<file path="src/rtl/aud_transport_if.sv">
// Transport controller bus: key/switch/codec inputs in, AudDSP/AudRecorder/AudPlayer controls out.
interface aud_transport_if #(
   parameter int ADDR_W  = 20,
   parameter int SPEED_W = 4,
   parameter int TIME_W  = 8
);
   logic               i_key_play, i_key_rec, i_key_stop;
   logic [SPEED_W-1:0] i_speed;
   logic               i_fast, i_slow_0, i_slow_1;
   logic               i_loop;
   logic               i_daclrck, i_adclrck;
   logic               i_i2c_finished;
   logic [ADDR_W-1:0]  i_play_addr, i_rec_addr;
   logic [2:0]         o_state;
   logic               o_i2c_start;
   logic               o_dsp_start, o_dsp_pause, o_dsp_stop;
   logic               o_rec_start, o_rec_pause, o_rec_stop;
   logic               o_player_en;
   logic [SPEED_W-1:0] o_speed;
   logic [2:0]         o_mode;
   logic [ADDR_W-1:0]  o_rec_len;
   logic [TIME_W-1:0]  o_play_sec, o_rec_sec;

   modport slave (
      input  i_key_play, i_key_rec, i_key_stop, i_speed, i_fast, i_slow_0, i_slow_1,
             i_loop, i_daclrck, i_adclrck, i_i2c_finished, i_play_addr, i_rec_addr,
      output o_state, o_i2c_start, o_dsp_start, o_dsp_pause, o_dsp_stop,
             o_rec_start, o_rec_pause, o_rec_stop, o_player_en, o_speed, o_mode,
             o_rec_len, o_play_sec, o_rec_sec
   );

   modport master (
      output i_key_play, i_key_rec, i_key_stop, i_speed, i_fast, i_slow_0, i_slow_1,
             i_loop, i_daclrck, i_adclrck, i_i2c_finished, i_play_addr, i_rec_addr,
      input  o_state, o_i2c_start, o_dsp_start, o_dsp_pause, o_dsp_stop,
             o_rec_start, o_rec_pause, o_rec_stop, o_player_en, o_speed, o_mode,
             o_rec_len, o_play_sec, o_rec_sec
   );
endinterface

</file>
<file path="src/rtl/aud_transport_ctrl.sv">
// Audio transport FSM: I2C bring-up, record/play/pause/stop arbitration, loop restart,
// recorded-length latch and speed-scaled seconds counters, all on the codec bit clock.
module aud_transport_ctrl #(
   parameter int              ADDR_W        = 20,
   parameter int              SPEED_W       = 4,
   parameter int              MAX_SPEED     = 8,
   parameter int              TICKS_PER_SEC = 12000000,
   parameter int              TIME_W        = 8,
   parameter logic [ADDR_W-1:0] INIT_LEN    = '1
) (
   input logic              i_AUD_BCLK,
   input logic              i_rst_n,
   aud_transport_if.slave   bus
);
   localparam int ACC_W = $clog2(TICKS_PER_SEC + MAX_SPEED);
   localparam logic [ACC_W-1:0] TPS = ACC_W'(TICKS_PER_SEC);

   typedef enum logic [2:0] {
      S_I2C = 3'd0, S_IDLE = 3'd1, S_PLAY = 3'd2, S_PLAY_PAUSE = 3'd3,
      S_REC = 3'd4, S_REC_PAUSE = 3'd5
   } state_t;

   state_t             state_q, state_d;
   logic               restart_q, restart_d;
   logic [ADDR_W-1:0]  rec_len_q, rec_len_d;
   logic [ACC_W-1:0]   play_acc_q, play_acc_d, rec_acc_q, rec_acc_d;
   logic [TIME_W-1:0]  play_sec_q, play_sec_d, rec_sec_q, rec_sec_d;
   logic [SPEED_W-1:0] sub_q, sub_d, spd_q, spd;
   logic [ACC_W-1:0]   play_sum, rec_sum, play_inc;
   logic               play_end, tick_slow;

   always_comb begin
      spd = bus.i_speed;
      if (bus.i_speed == '0)                         spd = SPEED_W'(1);
      else if (bus.i_speed > SPEED_W'(MAX_SPEED))    spd = SPEED_W'(MAX_SPEED);
   end

   assign play_end = (bus.i_play_addr >= rec_len_q);

   always_ff @(posedge i_AUD_BCLK or negedge i_rst_n)
      if (!i_rst_n) state_q <= S_I2C;
      else          state_q <= state_d;

   // key_stop first, then end-of-data, then the play/rec toggles
   always_comb begin
      state_d   = state_q;
      restart_d = 1'b0;
      case (state_q)
         S_I2C:  if (bus.i_i2c_finished) state_d = S_IDLE;
         S_IDLE: begin
            if (bus.i_key_rec)                                state_d = S_REC;
            else if (bus.i_key_play && rec_len_q != '0)       state_d = S_PLAY;
         end
         S_PLAY: begin
            if (bus.i_key_stop)        state_d = S_IDLE;
            else if (play_end) begin
               if (bus.i_loop)         restart_d = !restart_q;
               else                    state_d = S_IDLE;
            end
            else if (bus.i_key_play)   state_d = S_PLAY_PAUSE;
         end
         S_PLAY_PAUSE: begin
            if (bus.i_key_stop)        state_d = S_IDLE;
            else if (bus.i_key_play)   state_d = S_PLAY;
         end
         S_REC: begin
            if (bus.i_key_stop)              state_d = S_IDLE;
            else if (bus.i_rec_addr == '1)   state_d = S_IDLE;
            else if (bus.i_key_rec)          state_d = S_REC_PAUSE;
         end
         S_REC_PAUSE: begin
            if (bus.i_key_stop)        state_d = S_IDLE;
            else if (bus.i_key_rec)    state_d = S_REC;
         end
         default: state_d = S_I2C;
      endcase
   end

   always_comb begin
      bus.o_state     = state_q;
      bus.o_i2c_start = (state_q == S_I2C);
      bus.o_dsp_start = (state_q == S_PLAY) && !bus.i_daclrck;
      bus.o_dsp_pause = (state_q == S_PLAY_PAUSE) && !bus.i_daclrck;
      bus.o_dsp_stop  = (state_q == S_IDLE) || restart_q;
      bus.o_player_en = (state_q == S_PLAY) && !restart_q;
      bus.o_rec_start = (state_q == S_REC) && bus.i_adclrck;
      bus.o_rec_pause = (state_q == S_REC_PAUSE) && !bus.i_adclrck;
      bus.o_rec_stop  = (state_q == S_IDLE);
      bus.o_speed     = spd;
      bus.o_mode      = bus.i_fast ? 3'b100 : (bus.i_slow_0 ? 3'b010 : 3'b001);
      bus.o_rec_len   = rec_len_q;
      bus.o_play_sec  = play_sec_q;
      bus.o_rec_sec   = rec_sec_q;
   end

   always_comb begin
      rec_len_d = rec_len_q;
      if ((state_q == S_REC || state_q == S_REC_PAUSE) && state_d == S_IDLE)
         rec_len_d = bus.i_rec_addr;
   end

   // Slow modes feed one tick every o_speed cycles via sub_q; fast adds o_speed per cycle
   always_comb begin
      play_acc_d = play_acc_q;
      play_sec_d = play_sec_q;
      sub_d      = sub_q;
      tick_slow  = (sub_q >= spd);
      play_inc   = bus.i_fast ? ACC_W'(spd) : ACC_W'(tick_slow);
      play_sum   = play_acc_q + play_inc;
      if (state_q == S_PLAY && !restart_q) begin
         if (!bus.i_fast) sub_d = tick_slow ? SPEED_W'(1) : sub_q + SPEED_W'(1);
         if (play_sum >= TPS) begin
            play_acc_d = play_sum - TPS;
            if (play_sec_q != '1) play_sec_d = play_sec_q + TIME_W'(1);
         end else
            play_acc_d = play_sum;
      end
      if (spd != spd_q) sub_d = SPEED_W'(1);
      if (state_d == S_IDLE || restart_d) begin
         play_acc_d = '0;
         play_sec_d = '0;
      end
   end

   always_comb begin
      rec_acc_d = rec_acc_q;
      rec_sec_d = rec_sec_q;
      rec_sum   = rec_acc_q + ACC_W'(1);
      if (state_q == S_IDLE && state_d == S_REC) begin
         rec_acc_d = '0;
         rec_sec_d = '0;
      end else if (state_q == S_REC) begin
         if (rec_sum >= TPS) begin
            rec_acc_d = rec_sum - TPS;
            if (rec_sec_q != '1) rec_sec_d = rec_sec_q + TIME_W'(1);
         end else
            rec_acc_d = rec_sum;
      end
   end

   always_ff @(posedge i_AUD_BCLK or negedge i_rst_n)
      if (!i_rst_n) begin
         restart_q  <= 1'b0;
         rec_len_q  <= INIT_LEN;
         play_acc_q <= '0;
         play_sec_q <= '0;
         rec_acc_q  <= '0;
         rec_sec_q  <= '0;
         sub_q      <= SPEED_W'(1);
         spd_q      <= SPEED_W'(1);
      end else begin
         restart_q  <= restart_d;
         rec_len_q  <= rec_len_d;
         play_acc_q <= play_acc_d;
         play_sec_q <= play_sec_d;
         rec_acc_q  <= rec_acc_d;
         rec_sec_q  <= rec_sec_d;
         sub_q      <= sub_d;
         spd_q      <= spd;
      end
endmodule

</file>
<file path="src/flat_wrapper.sv">
// flat-port wrapper written by rule: the top's interface ports become plain ports
module aud_transport_ctrl_flat 
#(
   parameter int              ADDR_W        = 20,
   parameter int              SPEED_W       = 4,
   parameter int              MAX_SPEED     = 8,
   parameter int              TICKS_PER_SEC = 12000000,
   parameter int              TIME_W        = 8,
   parameter logic [ADDR_W-1:0] INIT_LEN    = '1
)
  (i_AUD_BCLK, i_rst_n, bus_i_key_play, bus_i_key_rec, bus_i_key_stop, bus_i_speed, bus_i_fast, bus_i_slow_0, bus_i_slow_1, bus_i_loop, bus_i_daclrck, bus_i_adclrck, bus_i_i2c_finished, bus_i_play_addr, bus_i_rec_addr, bus_o_state, bus_o_i2c_start, bus_o_dsp_start, bus_o_dsp_pause, bus_o_dsp_stop, bus_o_rec_start, bus_o_rec_pause, bus_o_rec_stop, bus_o_player_en, bus_o_speed, bus_o_mode, bus_o_rec_len, bus_o_play_sec, bus_o_rec_sec);
  aud_transport_if #(.ADDR_W(ADDR_W), .SPEED_W(SPEED_W), .TIME_W(TIME_W)) bus_i ();
  input logic i_AUD_BCLK;
  input logic i_rst_n;
  input wire logic [$bits(bus_i.i_key_play)-1:0] bus_i_key_play;
  input wire logic [$bits(bus_i.i_key_rec)-1:0] bus_i_key_rec;
  input wire logic [$bits(bus_i.i_key_stop)-1:0] bus_i_key_stop;
  input wire logic [$bits(bus_i.i_speed)-1:0] bus_i_speed;
  input wire logic [$bits(bus_i.i_fast)-1:0] bus_i_fast;
  input wire logic [$bits(bus_i.i_slow_0)-1:0] bus_i_slow_0;
  input wire logic [$bits(bus_i.i_slow_1)-1:0] bus_i_slow_1;
  input wire logic [$bits(bus_i.i_loop)-1:0] bus_i_loop;
  input wire logic [$bits(bus_i.i_daclrck)-1:0] bus_i_daclrck;
  input wire logic [$bits(bus_i.i_adclrck)-1:0] bus_i_adclrck;
  input wire logic [$bits(bus_i.i_i2c_finished)-1:0] bus_i_i2c_finished;
  input wire logic [$bits(bus_i.i_play_addr)-1:0] bus_i_play_addr;
  input wire logic [$bits(bus_i.i_rec_addr)-1:0] bus_i_rec_addr;
  output wire logic [$bits(bus_i.o_state)-1:0] bus_o_state;
  output wire logic [$bits(bus_i.o_i2c_start)-1:0] bus_o_i2c_start;
  output wire logic [$bits(bus_i.o_dsp_start)-1:0] bus_o_dsp_start;
  output wire logic [$bits(bus_i.o_dsp_pause)-1:0] bus_o_dsp_pause;
  output wire logic [$bits(bus_i.o_dsp_stop)-1:0] bus_o_dsp_stop;
  output wire logic [$bits(bus_i.o_rec_start)-1:0] bus_o_rec_start;
  output wire logic [$bits(bus_i.o_rec_pause)-1:0] bus_o_rec_pause;
  output wire logic [$bits(bus_i.o_rec_stop)-1:0] bus_o_rec_stop;
  output wire logic [$bits(bus_i.o_player_en)-1:0] bus_o_player_en;
  output wire logic [$bits(bus_i.o_speed)-1:0] bus_o_speed;
  output wire logic [$bits(bus_i.o_mode)-1:0] bus_o_mode;
  output wire logic [$bits(bus_i.o_rec_len)-1:0] bus_o_rec_len;
  output wire logic [$bits(bus_i.o_play_sec)-1:0] bus_o_play_sec;
  output wire logic [$bits(bus_i.o_rec_sec)-1:0] bus_o_rec_sec;
  assign bus_i.i_key_play = bus_i_key_play;
  assign bus_i.i_key_rec = bus_i_key_rec;
  assign bus_i.i_key_stop = bus_i_key_stop;
  assign bus_i.i_speed = bus_i_speed;
  assign bus_i.i_fast = bus_i_fast;
  assign bus_i.i_slow_0 = bus_i_slow_0;
  assign bus_i.i_slow_1 = bus_i_slow_1;
  assign bus_i.i_loop = bus_i_loop;
  assign bus_i.i_daclrck = bus_i_daclrck;
  assign bus_i.i_adclrck = bus_i_adclrck;
  assign bus_i.i_i2c_finished = bus_i_i2c_finished;
  assign bus_i.i_play_addr = bus_i_play_addr;
  assign bus_i.i_rec_addr = bus_i_rec_addr;
  assign bus_o_state = bus_i.o_state;
  assign bus_o_i2c_start = bus_i.o_i2c_start;
  assign bus_o_dsp_start = bus_i.o_dsp_start;
  assign bus_o_dsp_pause = bus_i.o_dsp_pause;
  assign bus_o_dsp_stop = bus_i.o_dsp_stop;
  assign bus_o_rec_start = bus_i.o_rec_start;
  assign bus_o_rec_pause = bus_i.o_rec_pause;
  assign bus_o_rec_stop = bus_i.o_rec_stop;
  assign bus_o_player_en = bus_i.o_player_en;
  assign bus_o_speed = bus_i.o_speed;
  assign bus_o_mode = bus_i.o_mode;
  assign bus_o_rec_len = bus_i.o_rec_len;
  assign bus_o_play_sec = bus_i.o_play_sec;
  assign bus_o_rec_sec = bus_i.o_rec_sec;
  aud_transport_ctrl #(.ADDR_W(ADDR_W), .SPEED_W(SPEED_W), .MAX_SPEED(MAX_SPEED), .TICKS_PER_SEC(TICKS_PER_SEC), .TIME_W(TIME_W), .INIT_LEN(INIT_LEN)) u_core (.i_AUD_BCLK(i_AUD_BCLK), .i_rst_n(i_rst_n), .bus(bus_i));
endmodule
</file>
<file path="config.mk">
export PLATFORM = sky130hd
export DESIGN_NAME = aud_transport_ctrl_flat
export DESIGN_NICKNAME = d
export VERILOG_FILES = /design/src/rtl/aud_transport_if.sv /design/src/rtl/aud_transport_ctrl.sv /design/src/flat_wrapper.sv
export SDC_FILE = /design/constraint.sdc
export NUM_CORES = 1
export LEC_CHECK = 0
export BUFFER_PORTS_ARGS = -buffer_cell sky130_fd_sc_hd__buf_2
export CAP_MARGIN = 20
export CELL_PAD_IN_SITES_DETAIL_PLACEMENT = 0
export CELL_PAD_IN_SITES_GLOBAL_PLACEMENT = 1
export CORE_MARGIN = 2
export CORE_UTILIZATION = 43
export CTS_CLUSTER_DIAMETER = 40
export CTS_CLUSTER_SIZE = 16
export DETAILED_ROUTE_END_ITERATION = 10
export GPL_ROUTABILITY_DRIVEN = 0
export PLACE_DENSITY_LB_ADDON = 0.25
export SYNTH_ARGS = -nofsm -noshare
export SYNTH_HDL_FRONTEND = slang
export SYNTH_SLANG_ARGS = --single-unit
export TNS_END_PERCENT = 5
</file>
<file path="constraint.sdc">
create_clock -name i_AUD_BCLK -period 5.97 [get_ports i_AUD_BCLK]
set_input_delay 0 -clock i_AUD_BCLK [delete_from_list [all_inputs] [get_ports i_AUD_BCLK]]
set_output_delay 0 -clock i_AUD_BCLK [all_outputs]
set_load 0.01 [all_outputs]
</file>
==> results.py <==
metrics = {
    "cts": {
        "clkSinkCount": 96,
        "clk_root_buffer_cell": "clkbuf_16",
        "cts_tree": "yes",
        "clk_latency_ns": 0.35,
        "clk_pin_slew_ns": 0.07,
        "cts_max_level": 3,
        "cts_buffers": 9,
        "cts_buffer_depth": 2,
    },
    "worst_setup_path": {
        "worst-r2r-setup-slack_ns": 0.32,
        "crit_fanout": 14,
        "crit_arrival_ns": 5.91,
        "reg2reg_to": "u_core.bus.o_play_sec[6]",
        "r2r_cells": 24,
        "crit_required_ns": 6.23,
        "critPathKind": "reg -> reg",
        "critPathTopFamily": "compound AO/OA/AOI/OAI gates",
        "rr_startpoint": "u_core.sub_q[0]",
        "crit_slowest_cell": "dfstp_2",
        "start_kind": "register",
        "crit_chain": "inv_1 > ha_1 > nand2b_1 > a21o_1 > a21o_1 > a21o_1 > mux2_2 > ha_1 > fa_1 > nand3_1 > and2_1 > nor2_1 > xor2_1 > ha_1 > nor3b_1 > a32o_1 > a221oi_2 > a21oi_2 > o31ai_2 > buf_4 > o31ai_1 > a21oi_1 > o21ai_0 > o21ai_0",
        "max_stage_delay_ns": 0.57,
        "crit_buf_inv": 2,
        "cp-end-kind": "register",
        "cp.depth": 24,
        "startpoint": "u_core.sub_q[0]",
    },
    "floorplanning": {
        "core_um2": 16500,
        "start_util_pct": 43.9,
        "die_area_um2": 17900,
        "rows": 47,
        "dieHeight_um": 134,
        "die_w_um": 134,
        "pin_count": 110,
    },
    "placed_design": {
        "dp.cells": 1183,
        "portBuffers": 108,
        "dpl.hpwl_um": 14500,
        "dpl_cell_area_um2": 7970,
    },
    "logic_synthesis": {
        "yosysWarnings": 0,
        "synth_most_common_cell": "nand2_1",
        "synthTopCellsByCount": "nand2_1, o21ai_0, dfrtp_1",
        "synth_nets": 977,
        "ys_types": 83,
        "syn-instance-count": 885,
        "synthesis.area_um2": 7250,
        "avgSynthCellArea_um2": 8.20,
        "netlist_top_cells_area": "dfrtp_1, dfstp_2, ha_1",
        "ys_seq_area_share_pct": 33.5,
        "synth_top_area_share_pct": 25.5,
        "synth_edf_count": 0,
        "synth-main-ff-cell": "dfrtp_1",
        "async_reset_ff_share_pct": 100,
        "ys_ff_latch": 96,
        "synth_top_area_cell": "dfrtp_1",
    },
    "timing": {
        "slew_headroom_pct": 33.2,
        "finalCriticalPeriod_ns": 5.65,
        "setup_tns_ns": 0,
        "fmax_ghz": 0.177,
        "fin_skew_ns": 0.0161,
        "slew_violations": 0,
        "hold_violations": 0,
        "setup_viol": 0,
        "rsz0062_at_grt": "no",
        "fin_crit_sh_pct": 94.6,
        "tightest_slew_ns": 0.998,
    },
    "cells_and_area": {
        "fin_nets": 1093,
        "fin_cells": 1226,
        "area.growth.synth_to_final_pct": 17.7,
        "insertedDiodeCount": 0,
        "design_area_um2": 8540,
        "drive_gt1_share_pct": 18.5,
        "fill_cells": 1617,
    },
    "power": {
        "p_leak_nw": 3.73,
        "ir_worst_vdd_mv": 0.180,
        "power_density_nw_per_um2": 276,
    },
    "worst_hold_path": {
        "hp-class": "in -> reg",
        "hold-path-cell-count": 4,
        "hold_start": "bus_i_speed[0]",
        "min_to": "u_core.spd_q[0]",
    },
    "global_routing": {
        "grt_usage_pct": 22.7,
        "grt_max_degree": 66,
        "grt_pass1_vias": 6804,
        "grt_pass1_wl_um": 33500,
        "grt.overflow.total": 0,
        "antenna_found_initial": 0,
    },
    "drt": {
        "ant_nets": 0,
        "drc": 0,
        "vias": 7000,
        "first_iter_violations": 411,
        "drt_wl_total_um": 20200,
        "dr.pass1.iters": 6,
        "vias_per_cell": 5.71,
        "wl_per_cell_um": 16.5,
    },
    "status": {
        "status": "complete, no violations",
    },
    "run": {
        "drv_cap": 0,
    },
}
worst max path at each step:
stage	slack [ns]	end
after floorplan	0.82	u_core.play_acc_q[12]
after global placement	0.41	u_core.play_acc_q[11]
after detailed placement	0.36	u_core.play_acc_q[11]
after CTS	0.32	u_core.play_acc_q[11]
after global routing	0.02	u_core.play_acc_q[18]
final	0.32	u_core.bus.o_play_sec[6]
placed cells by master (no fill, tap or decap), types with 12 or more instances in the layout:
master,instances
a21o_1,19
a21oi_1,37
a31oi_1,14
and2_1,13
and3_1,19
buf_2,107
buf_4,12
dfrtp_1,74
dfstp_2,22
dlygate4sd3_1,26
ha_1,35
inv_1,44
nand2_1,88
nand2b_1,12
nand3_1,51
nand4_1,17
nor2_1,68
nor3_1,29
nor4_1,17
o21ai_0,81
or3_1,13
xnor2_1,23
xor2_1,14
metal layers:
layer | part of all wire [%] | vias to the layer above | global-route usage [%]
li1 | - | 3466 | -
met1 | 48 | 3315 | 31.7
met2 | 46 | 198 | 36.8
met3 | 4.8 | 21 | 3.89
met4 | 1.1 | 0 | 5.20
met5 | 0 | - | 0
what timing repair did:
item                       4_1_cts  5_1_grt
setup buffers                    0        0
hold endpoints to repair        56        0
setup endpoints to repair        0        2
resized for setup                0        2
hold buffers                    26        0
power by group:
| part | switching, mW | internal, mW | total [mW] |
|---|---|---|---|
| sequential | 0.107 | 0.795 | 0.902 |
| clock | 0.268 | 0.328 | 0.596 |
| combinational | 0.536 | 0.318 | 0.854 |
| total | 0.911 | 1.44 | 2.35 |
state kept, by name (all words and copies together) (netlist names), 3 cells and up:
register and flops:
u_core.play_acc_q 24, u_core.rec_acc_q 24, u_core.bus.o_rec_len 20, u_core.bus.o_play_sec 8, u_core.bus.o_rec_sec 8, u_core.spd_q 4
u_core.sub_q 4, u_core.bus.o_state 3
kinds of logic after synthesis:
kind of cell	synth area share, %
and+or+nand+nor	27.4
AOI/OAI and AO/OA	22.4
DFF	33.5
buffers and inverters	4.92
xor gates and xnor gates	4.47
adders and majority gates	6.31
muxes	1.02
through the flow:
step                power (mW)  setup WS, ns  hold WS, ns  util [%]
floorplan                 1.43         0.819       -0.296         -
global placement          1.74         0.413      -0.0163      48.2
detailed placement        1.75         0.358      -0.0105      48.2
CTS                       2.37         0.316       0.0542      51.5
global route              2.52        0.0178       0.0913      51.7
finish                    2.35         0.320       0.0648      51.7
cell type report:
cell class	count	area (um2)	share of cell area, %
Inverter	44	165	1.93
Clock buffer	12	236	2.77
Timing Repair Buffer	146	897	10.5
Clock inverter	4	53.8	0.630
Tap cell	220	275	3.22
Sequential cell	96	2430	28.5
Multi-Input combinational cell	704	4480	52.5
worst register-to-register path: stages, from the launching register on:
cell and delay, ns:
dfstp_2 0.57, inv_1 0.05, ha_1 0.27, nand2b_1 0.14, a21o_1 0.17, a21o_1 0.18
a21o_1 0.18, mux2_2 0.26, ha_1 0.22, fa_1 0.42, nand3_1 0.13, and2_1 0.20
nor2_1 0.07, xor2_1 0.16, ha_1 0.26, nor3b_1 0.16, a32o_1 0.28, a221oi_2 0.33
a21oi_2 0.16, o31ai_2 0.34, buf_4 0.27, o31ai_1 0.10, a21oi_1 0.41, o21ai_0 0.15
o21ai_0 0.08
(Power assumes the default switching activity.)
